File: config.mk
export PLATFORM = sky130hd
export DESIGN_NAME = mux4x1_sel
export DESIGN_NICKNAME = d
export VERILOG_FILES = /design/src/rtl/mux4x1_sel.sv
export SDC_FILE = /design/constraint.sdc
export NUM_CORES = 1
export LEC_CHECK = 0
export BUFFER_PORTS_ARGS = -buffer_cell sky130_fd_sc_hd__buf_4
export CELL_PAD_IN_SITES_DETAIL_PLACEMENT = 1
export CELL_PAD_IN_SITES_GLOBAL_PLACEMENT = 1
export CORE_MARGIN = 1.5
export CORE_UTILIZATION = 27
export DETAILED_ROUTE_END_ITERATION = 10
export PLACE_DENSITY_LB_ADDON = 0.1
export SYNTH_ARGS = -nofsm -noshare
export SYNTH_HDL_FRONTEND = slang
export SYNTH_SLANG_ARGS = --single-unit
File: constraint.sdc
create_clock -name clk -period 1.4 [get_ports clk]
set_clock_uncertainty 0.05 [all_clocks]
set_input_delay 0.14 -clock clk [delete_from_list [all_inputs] [get_ports clk]]
set_output_delay 0.14 -clock clk [all_outputs]
set_load 0.05 [all_outputs]
File: src/rtl/mux4x1_sel.sv
// Word selector for the rv32i write-back path: combinational salMux plus registered copy and illegal-select flag.
// Define MUX4X1_E4_EN to add the fourth input e4 on sel=3, which also makes every select code legal.
module mux4x1_sel #(
   parameter int WIDTH = 32
) (
   input  logic             clk,
   input  logic             rst,
   input  logic [WIDTH-1:0] e1,
   input  logic [WIDTH-1:0] e2,
   input  logic [WIDTH-1:0] e3,
`ifdef MUX4X1_E4_EN
   input  logic [WIDTH-1:0] e4,
`endif
   input  logic [1:0]       sel,
   output logic [WIDTH-1:0] salMux,
   output logic [WIDTH-1:0] salMux_q,
   output logic             sel_err
);

   logic selIllegal;

   // Zero-latency decode; unmapped codes fall to the zero default so no latch can form.
   always_comb begin
      salMux     = '0;
      selIllegal = 1'b0;
      case (sel)
         2'd0: salMux = e1;
         2'd1: salMux = e2;
         2'd2: salMux = e3;
`ifdef MUX4X1_E4_EN
         2'd3: salMux = e4;
`else
         2'd3: selIllegal = 1'b1;
`endif
         default: salMux = '0;
      endcase
   end

   always_ff @(posedge clk) begin
      if (rst) begin
         salMux_q <= '0;
      end else begin
         salMux_q <= salMux;
      end
   end

`ifdef MUX4X1_E4_EN
   assign sel_err = 1'b0;
   logic unusedIllegal;
   assign unusedIllegal = selIllegal;
`else
   logic selErrQ;

   // Not sticky: reflects only the select code seen at the previous edge.
   always_ff @(posedge clk) begin
      if (rst) begin
         selErrQ <= 1'b0;
      end else begin
         selErrQ <= selIllegal;
      end
   end

   assign sel_err = selErrQ;
`endif

endmodule

==> Word-level counts from Yosys, hierarchy flattened <==
Cells that the tools add are included.
{ "op_classes": {"n_mux": 2, "n_reduce_logical": 1, "eq_ne": 3} }
{ "op_table": {"columns": ["operator", "n"], "rows": [
  ["$pmux W32 S3", 1],
  ["$eq A2 B2 Y1 const B", 2],
  ["$eq A2 B1 Y1 const B", 1],
  ["$logic_not A2 Y1", 1],
  ["$mux W1", 1]
]} }
{ "totals": {"inputBits": 100, "register_bits": 33, "word_cells": 8} }

==> Logic depth before layout (Yosys ltp) <==
Gate-level depths: netlist of the first run.
{ "logic_depth": {"depth_word": 2, "ltp_mapped": 4, "ltp_nobuf": 3} }

==> Worst setup path after synthesis of the first run <==
Ideal clock, no wire load.
{ "synth_path": {"path_kind": "input to output", "from": "in sel[0]", "to": "out salMux[0]", "path_buffers": 3, "path_slack_ns": -0.202, "path_stages": 4, "arrival_ns": 1.412, "cell_sequence": "buf_2 > buf_2 > buf_1 > a21oi_1"} }
{ "synth_between": {"elab_chain_cells": 2, "elab_cells_between_ends": 4} }
{ "synth_rtl": {"columns": ["element", "line_no", "text"], "rows": [
  ["start, declared", "14", "input logic [1:0] sel,"],
  ["$eq A2 B2 Y1 (tied with other cells)", "26", "case (sel)"],
  ["$pmux W32 S3 (*)", "26", null],
  ["end, declared", "15", "output logic [WIDTH-1:0] salMux,"]
]} }
Mark *: on every way between the ends. The rest lies on a longest branch, timed or not.

==> Final worst setup path of the first run <==
{ "layout_path": {"from": "in sel[1]", "to": "out salMux[17]"} }
The elaborated chain is that of the path after synthesis.

==> results of run 1 <==
==> cell type report <==
cell class,instances,area (um2),area share
clock buffer,7,96.34,0.02864
clock inverter,1,5.005,0.001488
multi-input combinational,162,1126,0.3347
sequential,33,660.6,0.1964
tap,96,120.1,0.03570
timing repair buffer,174,1356,0.4031
==> through the flow <==
stage,instance area (um2),utilization,total power [W],hold WS [ns]
after floorplan,1906,-,0.001884,0.2756
after global routing,3364,0.4952,0.003344,0.09969
after CTS,3349,0.4930,0.003235,0.08877
after detailed placement,3248,0.4781,0.002414,0.3992
final,3364,0.4952,0.003184,0.09824
after global placement,3248,0.4781,0.002396,0.3902
==> placed cells by master, fill, tap and decap left out, drive strengths merged <==
| cell type | instances |
|---|---|
| clkbuf | 7 |
| clkinv | 1 |
| nor2 | 1 |
| nand2 | 1 |
| buf | 174 |
| nor2b | 32 |
| dfxtp | 33 |
| nand2b | 32 |
| a211oi | 64 |
| a21oi | 32 |
==> what timing repair did <==
| action | 4_1_cts | 5_1_grt |
|---|---|---|
| endpoints found under the hold margin | 0 | 0 |
| gates resized for setup | 0 | 3 |
| setup buffers | 0 | 0 |
| setup endpoints to repair | 0 | 8 |
==> tightest hold or removal path, delay by kind of cell <==
kind	cells	cell delay, ns
buffers and inverters	1	0.11
AOI/OAI and AO/OA	1	0.07
and+or+nand+nor	1	0.07
==> flip-flops by register name, summed over array words and instances, names as in the netlist <==
signal and flops:
salMux_q 32, sel_err 1
==> metal layers <==
layer	vias to the layer above	GRT usage	share of wire
met5	-	0	0
met4	0	0.05572	0.016
met3	8	0.05810	0.094
met2	93	0.3101	0.51
met1	1035	0.1828	0.38
li1	1116	-	-
==> power breakdown <==
part	total, W	internal (W)	switching, W
sequential	0.00102	0.00100	0.0000174
clock	0.000797	0.000444	0.000353
combinational	0.00137	0.000519	0.000846
total	0.00318	0.00197	0.00122
==> how the worst min path moves through the flow <==
stage	endpoint	depth (start not counted)	startpoint	slack, ns
floorplan	salMux_q[0]	2	e2[0]	0.28
global placement	salMux_q[24]	3	e2[24]	0.39
detailed placement	salMux_q[25]	3	e2[25]	0.40
CTS	salMux_q[24]	3	e2[24]	0.09
global route	salMux_q[30]	3	e2[30]	0.1
finish	salMux_q[24]	3	e2[24]	0.1
==> cells by family (layout without fill, tap and decap cells) <==
group	Yosys count	in the layout	share of synthesized area
AOI/OAI and AO/OA	96	96	0.3665
buffers and inverters	25	182	0.07053
DFF	33	33	0.3481
and+or+nand+nor	66	66	0.2149
==> impl_results.md, run 1 <==
* Outcome: completed
* Launch point of the worst path: sel[1]
* CTS tree: done
* Post-DRT Antenna Nets at 0
* Share of cells above drive strength 1 at 0.5252
* Slew @ Worst Pin at 0.3980 ns
* Min-Delay Path Class: input pin to flop
* H-tree depth at 2
* Gr ovfl total at 0
* Mapped Area at 1898 um2
* Tmin final at 1.352 ns
* Starting Density at 0.2794
* Main synth FF type: dfxtp_1
* Crit path capture type: output port
* Final period utilization at 0.9659
* Post-synthesis cell count at 220
* N_diodes at 0
* Dpl ws at 0.03962 ns
* Yosys reg bits at 33
* NumNets Final at 476
* Critical Path Stages at 6
* Worst Setup EP: salMux[17]
* Netlist cell types at 12
* Crit path buffers/inverters at 3
* Critical-path top delay cell: a211oi_1
* Worst setup margin at 0.04771 ns
* Setup tns final at 0 ns
* Synth top cells by count: a211oi_1, dfxtp_1, a21oi_1, nand2b_1, nor2b_1
* Cell Rows at 30
* Fillers at 839
* Via density at 4.761
* Syn. warnings at 0
* Share of the synthesized area in the top cell type at 0.3481
* Residual DRC at 0
* Pwr Density at 946.4 nW/um2
* I/O Buffers at 164
* Data arrival, critical path at 1.16 ns
* Total Wirelength at 6585 um
* Number of enable flip-flop cells after synthesis at 0
* Placed cells at 465
* Initial antenna violation count at 0
* Max_cap viols at 0
* Cell Chain, Critical Path: buf_4, buf_12, nor2b_1, a211oi_1, a21oi_1, buf_4
* Clock buffer depth at 2
* Fmax at 739.5 MHz
* Critical path fanouts, max at 54
* RePlAce Congestion at 0.7621
* RSZ-0062 raised after global routing: true
* Core box area at 6794 um2
* Area grow syn2layout at 77.26%
* Vias at 2,252
* Maximum vdd drop at 0.4648 mV
* Post-synth ARST share at 0
* Top cells by area, synth: dfxtp_1, a211oi_1, nand2b_1
* Critical path's top delay family: buffers and inverters
* Sequential share of the synthesized area at 0.3481
* Root buffer cell: clkbuf_8
* DIE AREA at 7542 um2
* Clock Sink Count at 33
* Worst slew margin at 0.7347
* Most common cell on crit path: buf_4
* CTS buffer count at 5
* First-pass DRT Iterations at 4
* Die H at 86.85 um
* Mean area per synthesized cell at 8.628 um2
* Syn nets at 320
* DP HPWL at 5034 um
* Routed length per instance at 13.92 um
* 1st-iter DRT viols at 26
* Tot GR Track Use at 0.1702
* Largest net degree at the start of global routing at 55
* Worst Path Required at 1.21 ns
* Clk pin slew, worst setup/hold paths at 0.07 ns
* Worst Setup Start Kind: input pin
* Crit Path Class: input pin to output port
* Number of global-route vias before repair at 2,129
* Final hold vios at 0
* Chip width at 86.85 um
* Slowest stage delay, CP at 0.32 ns
* Top-count cell post-synth: a211oi_1
* Layout Cells excl Fill at 473
* CTS Hold Bufs at 0
* Leak Pwr at 1.489 nW
* Largest area contributor in the netlist: dfxtp_1
* Max Slew Vio Count at 0
* First-pass GRT wire length at 10,010 um
* Setup violations, final at 0
* IO Count at 165
Note: power is estimated with default switching activity, not from simulation.
==> run 2, diff against run 1 <==
--- a/config.mk
+++ b/config.mk
@@ -5,11 +5,12 @@
 export SDC_FILE = /design/constraint.sdc
 export NUM_CORES = 1
 export LEC_CHECK = 0
+export ABC_AREA = 1
 export BUFFER_PORTS_ARGS = -buffer_cell sky130_fd_sc_hd__buf_4
 export CELL_PAD_IN_SITES_DETAIL_PLACEMENT = 1
 export CELL_PAD_IN_SITES_GLOBAL_PLACEMENT = 1
 export CORE_MARGIN = 1.5
-export CORE_UTILIZATION = 27
+export CORE_UTILIZATION = 25
 export DETAILED_ROUTE_END_ITERATION = 10
 export PLACE_DENSITY_LB_ADDON = 0.1
 export SYNTH_ARGS = -nofsm -noshare
==> impl_results.md, run 2 <==
* Post-synth ARST share at 0 (unchanged)
* Share of the synthesized area in the top cell type at 0.3631 (was 0.3481)
* Fin util at 0.4728 (was 0.4952)
* N_diodes at 0 (unchanged)
* Pwr Density at 960.4 nW/um2 (was 946.4 nW/um2)
* Fmax at 804.7 MHz (was 739.5 MHz)
* Area grow syn2layout at 79.50% (was 77.26%)
* Mean area per synthesized cell at 7.277 um2 (was 8.628 um2)
* Sequential share of the synthesized area at 0.3631 (was 0.3481)
* Final period utilization at 0.8876 (was 0.9659)
* RSZ-0062 raised after global routing: false (was true)
* H-tree depth at 2 (unchanged)
* Crit path buffers/inverters at 4 (was 3)
* Dpl ws at 0.1395 ns (was 0.03962 ns)
* I/O Buffers at 164 (unchanged)
* Residual DRC at 0 (unchanged)
* Largest net degree at the start of global routing at 20 (was 55)
* Top cells by area, synth: dfxtp_1, nand3_1, nand3_2 (was dfxtp_1, a211oi_1, nand2b_1)
* Critical-path top delay cell: buf_4 (was a211oi_1)
* NumNets Final at 514 (was 476)
* Starting Density at 0.2634 (was 0.2794)
* Final hold vios at 0 (unchanged)
* Critical path's top delay family: buffers and inverters (unchanged)
* Total Wirelength at 7669 um (was 6585 um)
* Biggest register: salMux_q (unchanged)
* Die H at 88.31 um (was 86.85 um)
* Largest area contributor in the netlist: dfxtp_1 (unchanged)
* Multi-input gate area at 895.9 um2 (was 1126 um2)
* Critical path fanouts, max at 19 (was 54)
* Crit path capture type: output port (unchanged)
* Largest family of logic cells by synthesized area: simple AND/OR/NAND/NOR gates (was compound AO/OA/AOI/OAI gates)
* Number of global-route vias before repair at 2,411 (was 2,129)
* Max reg flops at 32 (unchanged)
* Tot GR Track Use at 0.1937 (was 0.1702)
* Cell Chain, Critical Path: buf_4, inv_2, buf_4, nand3_1, nand3_2, buf_4 (was buf_4, buf_12, nor2b_1, a211oi_1, a21oi_1, buf_4)
* Netlist cell types at 13 (was 12)
* DIE AREA at 7798 um2 (was 7542 um2)
* First-pass DRT Iterations at 4 (unchanged)
* First-pass GRT wire length at 11,510 um (was 10,010 um)
* Most common cell after layout, fill and taps aside: buf_4 (unchanged)
* RePlAce Congestion at 0.7667 (was 0.7621)
* Max_cap viols at 0 (unchanged)
* 1st-iter DRT viols at 60 (was 26)
* Clock Sink Count at 33 (unchanged)
* Chip width at 88.31 um (was 86.85 um)
* Slowest stage delay, CP at 0.23 ns (was 0.32 ns)
* Post-DRT Antenna Nets at 0 (unchanged)
* CTS buffer count at 5 (unchanged)
* Setup violations, final at 0 (unchanged)
* Gr ovfl total at 0 (unchanged)
* Clock buffer depth at 2 (unchanged)
* IO Count at 165 (unchanged)
* Synth Area in Simple Gates at 0.4924 (was 0.2149)
* Storage cell area at 660.6 um2 (unchanged)
* Design area at 3266 um2 (was 3364 um2)
* Worst setup margin at 0.1573 ns (was 0.04771 ns)
* Clk pin slew, worst setup/hold paths at 0.08 ns (was 0.07 ns)
* Top-count cell post-synth: nand3_1 (was a211oi_1)
* Maximum vdd drop at 0.4278 mV (was 0.4648 mV)
* Root buffer cell: clkbuf_8 (unchanged)
* CTS tree: done (unchanged)
* Fillers at 906 (was 839)
* Cell Rows at 30 (unchanged)
* Synth top cells by count: nand3_1, nand2_1, dfxtp_1, inv_1, nand3_2 (was a211oi_1, dfxtp_1, a21oi_1, nand2b_1, nor2b_1)
* Mux cell area share after synthesis at 0 (unchanged)
* Leak Pwr at 1.966 nW (was 1.489 nW)
* Share of cells above drive strength 1 at 0.5229 (was 0.5252)
* Vias at 2,309 (was 2,252)
* Slew @ Worst Pin at 0.2252 ns (was 0.3980 ns)
* Hold Path Origin: e1[5] (was e2[24])
* Max Slew Vio Count at 0 (unchanged)
* Via density at 4.519 (was 4.761)
* DP HPWL at 6014 um (was 5034 um)
* Yosys reg bits at 33 (unchanged)
* Tmin final at 1.243 ns (was 1.352 ns)
* Adder-Cell Fraction of Synth Area at 0 (unchanged)
* Launch point of the worst path: sel[1] (unchanged)
* Min-Delay Path Class: input pin to flop (unchanged)
* Syn. warnings at 0 (unchanged)
* Number of enable flip-flop cells after synthesis at 0 (unchanged)
* Placed cell areas at 3154 um2 (was 3248 um2)
* Compound-Gate Fraction of Synth Area at 0 (was 0.3665)
* Routed length per instance at 15.01 um (was 13.92 um)
* Outcome: completed (unchanged)
* Worst Setup Start Kind: input pin (unchanged)
* Most common cell on crit path: buf_4 (unchanged)
* Core box area at 6907 um2 (was 6794 um2)
* Mapped Area at 1819 um2 (was 1898 um2)
* Worst slew margin at 0.8499 (was 0.7347)
* Most frequent cells in the layout: buf_4, nand3_1, nand2_1, inv_1, dfxtp_1 (was buf_4, a211oi_1, dfxtp_1, nand2b_1, nor2b_1)
* Data arrival, critical path at 1.05 ns (was 1.16 ns)
* Setup tns final at 0 ns (unchanged)
* Main synth FF type: dfxtp_1 (unchanged)
* Crit Path Class: input pin to output port (unchanged)
* Worst Path Required at 1.21 ns (about the same)
* Initial antenna violation count at 0 (unchanged)
* Syn nets at 350 (was 320)
* Post-synthesis cell count at 250 (was 220)
* Synth Area in XOR/XNOR at 0 (unchanged)
[run 2: cell count changes after synthesis, sizes merged, moves of 32 or more]
cell    previous run  this run
nand3              0        96
a211oi            64         0
nand2              1        64
inv                0        35
a21oi             32         0
nand2b            32         0
nor2b             32         0
[run 2: cells by family after synthesis]
logic type / after synthesis
buf+inv: 55
simple gates: 162
flops: 33
[run 2: routing by layer]
layer	share of wire	wire length [um]	global-route usage
met2	0.50	3840	0.3636
met4	0.012	91	0.04972
met5	0	0	0
met3	0.093	712	0.05410
met1	0.39	3024	0.2140
[run 2: layout make-up]
type	count	share of cell area
flip-flops and latches	33	0.2023
inverters	35	0.04023
clock buffers	7	0.02950
multi-input cells	162	0.2743
repair buffers	177	0.4153
clock inverters	1	0.001533
well taps	96	0.03678
[run 2: stage by stage]
| step | hold WS, ns | std cells | total power, W |
|---|---|---|---|
| after floorplan | 0.1693 | 250 | 0.001823 |
| after global placement | 0.2650 | 502 | 0.002333 |
| after detailed placement | 0.2693 | 502 | 0.002346 |
| after CTS | 0.09350 | 511 | 0.003188 |
| after global routing | 0.1079 | 511 | 0.003291 |
| final | 0.09916 | 511 | 0.003136 |
[run 2: final timing paths]
path,to,slack (ns),cells past startpoint
min,salMux_q[5],0.1,5
max,salMux[18],0.16,6
[run 2: timing repair]
| action | in CTS | in global routing |
|---|---|---|
| hold buffers | 1 | 0 |
| setup buffers | 0 | 0 |
| hold endpoints to repair | 1 | 0 |
| gates resized for setup | 0 | 0 |
[run 2: power breakdown]
group	internal, W	total [W]	switching (W)	leakage [nW]
Sequential	0.000998	0.00101	0.0000152	0.272
Clock	0.000445	0.000820	0.000375	0.0542
Combinational	0.000471	0.00130	0.000831	1.64
Total	0.00191	0.00314	0.00122	1.97
==> run 3, diff against run 2 <==
--- a/config.mk
+++ b/config.mk
@@ -9,7 +9,7 @@
 export BUFFER_PORTS_ARGS = -buffer_cell sky130_fd_sc_hd__buf_4
 export CELL_PAD_IN_SITES_DETAIL_PLACEMENT = 1
 export CELL_PAD_IN_SITES_GLOBAL_PLACEMENT = 1
-export CORE_MARGIN = 1.5
+export CORE_MARGIN = 10
 export CORE_UTILIZATION = 25
 export DETAILED_ROUTE_END_ITERATION = 10
 export PLACE_DENSITY_LB_ADDON = 0.1
==> impl_results.md, run 3 (synthesis results as in run 2) <==
* Outcome: completed (unchanged)
* Tot GR Track Use at 0.1490 (was 0.1937)
* Clock Sink Count at 33 (unchanged)
* Tmin final at 1.242 ns (was 1.243 ns)
* First-pass GRT wire length at 13,340 um (was 11,510 um)
* Number of global-route vias before repair at 2,491 (was 2,411)
* Maximum vdd drop at 0.4157 mV (was 0.4278 mV)
* Die H at 105.3 um (was 88.31 um)
* Postcts setup bufs at 0 (unchanged)
* First-pass DRT Iterations at 4 (unchanged)
* Total Wirelength at 8562 um (was 7669 um)
* Clock buffer depth at 2 (unchanged)
* Data arrival, critical path at 1.42 ns (was 1.05 ns)
* Multi-input gate area at 895.9 um2 (unchanged)
* Max_cap viols at 0 (unchanged)
* Worst Path Required at 1.58 ns (was 1.21 ns)
* Crit path capture type: flop (was output port)
* Gr ovfl total at 0 (unchanged)
* Storage cell area at 660.6 um2 (unchanged)
* DIE AREA at 11,090 um2 (was 7798 um2)
* Biggest register: salMux_q (unchanged)
* Final period utilization at 0.8871 (was 0.8876)
* Max Slew Vio Count at 0 (unchanged)
* Worst slew margin at 0.7959 (was 0.8499)
* RePlAce Congestion at 0.7683 (was 0.7667)
* Max reg flops at 32 (unchanged)
* CTS tree: done (unchanged)
* Share of cells above drive strength 1 at 0.5216 (was 0.5229)
* N_diodes at 0 (unchanged)
* 1st-iter DRT viols at 44 (was 60)
* Final hold vios at 0 (unchanged)
* Critical path fanouts, max at 26 (was 19)
* Routed length per instance at 16.63 um (was 15.01 um)
* CTS buffer count at 5 (unchanged)
* Fillers at 939 (was 906)
* H-tree depth at 2 (unchanged)
* Crit Path Class: input pin to flop (was input pin to output port)
* Initial antenna violation count at 0 (unchanged)
* Core box area at 7176 um2 (was 6907 um2)
* Most frequent cells in the layout: buf_4, nand3_1, nand2_1, inv_1, dfxtp_1 (unchanged)
* I/O Buffers at 164 (unchanged)
* Cell Rows at 31 (was 30)
* Root buffer cell: clkbuf_8 (unchanged)
* RSZ-0062 raised after global routing: false (unchanged)
* Setup tns final at 0 ns (unchanged)
* Fin util at 0.4622 (was 0.4728)
* Leak Pwr at 1.985 nW (was 1.966 nW)
* IO Count at 165 (unchanged)
* Clk pin slew, worst setup/hold paths at 0.07 ns (was 0.08 ns)
* Most common cell after layout, fill and taps aside: buf_4 (unchanged)
* Post-DRT Antenna Nets at 0 (unchanged)
* DP HPWL at 7247 um (was 6014 um)
* Residual DRC at 0 (unchanged)
* Area grow syn2layout at 82.32% (was 79.50%)
* Slew @ Worst Pin at 0.3058 ns (was 0.2252 ns)
* Starting Density at 0.2535 (was 0.2634)
* Largest net degree at the start of global routing at 27 (was 20)
* Min-Delay Path Class: input pin to flop (unchanged)
* Worst Setup Start Kind: input pin (unchanged)
* Fmax at 805.2 MHz (was 804.7 MHz)
* Setup violations, final at 0 (unchanged)
* Vias at 2,259 (was 2,309)
* Chip width at 105.3 um (was 88.31 um)
* Pwr Density at 981.3 nW/um2 (was 960.4 nW/um2)
* NumNets Final at 515 (was 514)
* Via density at 4.386 (was 4.519)
run 3: cell types whose count changed in the layout (fill, tap and decap cells not counted), sizes merged:
cell,change
buf,+1
bufinv,+1
clkinv,-1
run 3: path summary, 6_finish.rpt:
path                  slack [ns]  start  cells past startpoint           end
worst max-delay path        0.16    rst                      6  salMux_q[15]
worst min-delay path        0.11  e1[5]                      5   salMux_q[5]
run 3: report_power, final:
group          total (W)  internal, W  switching, W
Sequential       0.00101     0.000998     0.0000145
Combinational    0.00132     0.000481      0.000836
Clock           0.000925     0.000580      0.000344
run 3: timing repair:
action / CTS / global route
hold endpoints to repair: 1 / 0
resized for setup: 0 / 0
hold buffers: 1 / 0
run 3: routing by layer:
metal | wire, um | global-route usage
met4 | 66 | 0.03431
met2 | 4227 | 0.2551
met5 | 0 | 0
met1 | 3268 | 0.1567
met3 | 999 | 0.08222
run 3: metrics by stage:
step / total power (W) / hold WS, ns / cells / area, um2 / worst slack (ns)
6_report: 0.003255 / 0.1061 / 515 / 3317 / 0.1581
5_1_grt: 0.003443 / 0.1229 / 515 / 3317 / 0.08581
4_1_cts: 0.003324 / 0.09864 / 515 / 3317 / 0.1407
3_3_place_gp: 0.002353 / 0.2636 / 506 / 3191 / 0.1342
3_5_place_dp: 0.002369 / 0.2694 / 506 / 3191 / 0.1477
2_1_floorplan: 0.001823 / 0.1693 / 250 / 1819 / 0.2434
run 3: critical path: stages:
cell	delay, ns
dlygate4sd3_1	0.54
buf_4	0.14
inv_1	0.23
buf_12	0.22
nand2_1	0.08
inv_1	0.05
run 3: final cells by class:
type                       instances  share of cell area
sequential                        33              0.1992
tap                               99             0.03734
clock inverter                     1            0.009053
multi-input combinational        162              0.2701
timing repair buffer             178              0.4187
clock buffer                       7             0.02603
inverter                          35             0.03961
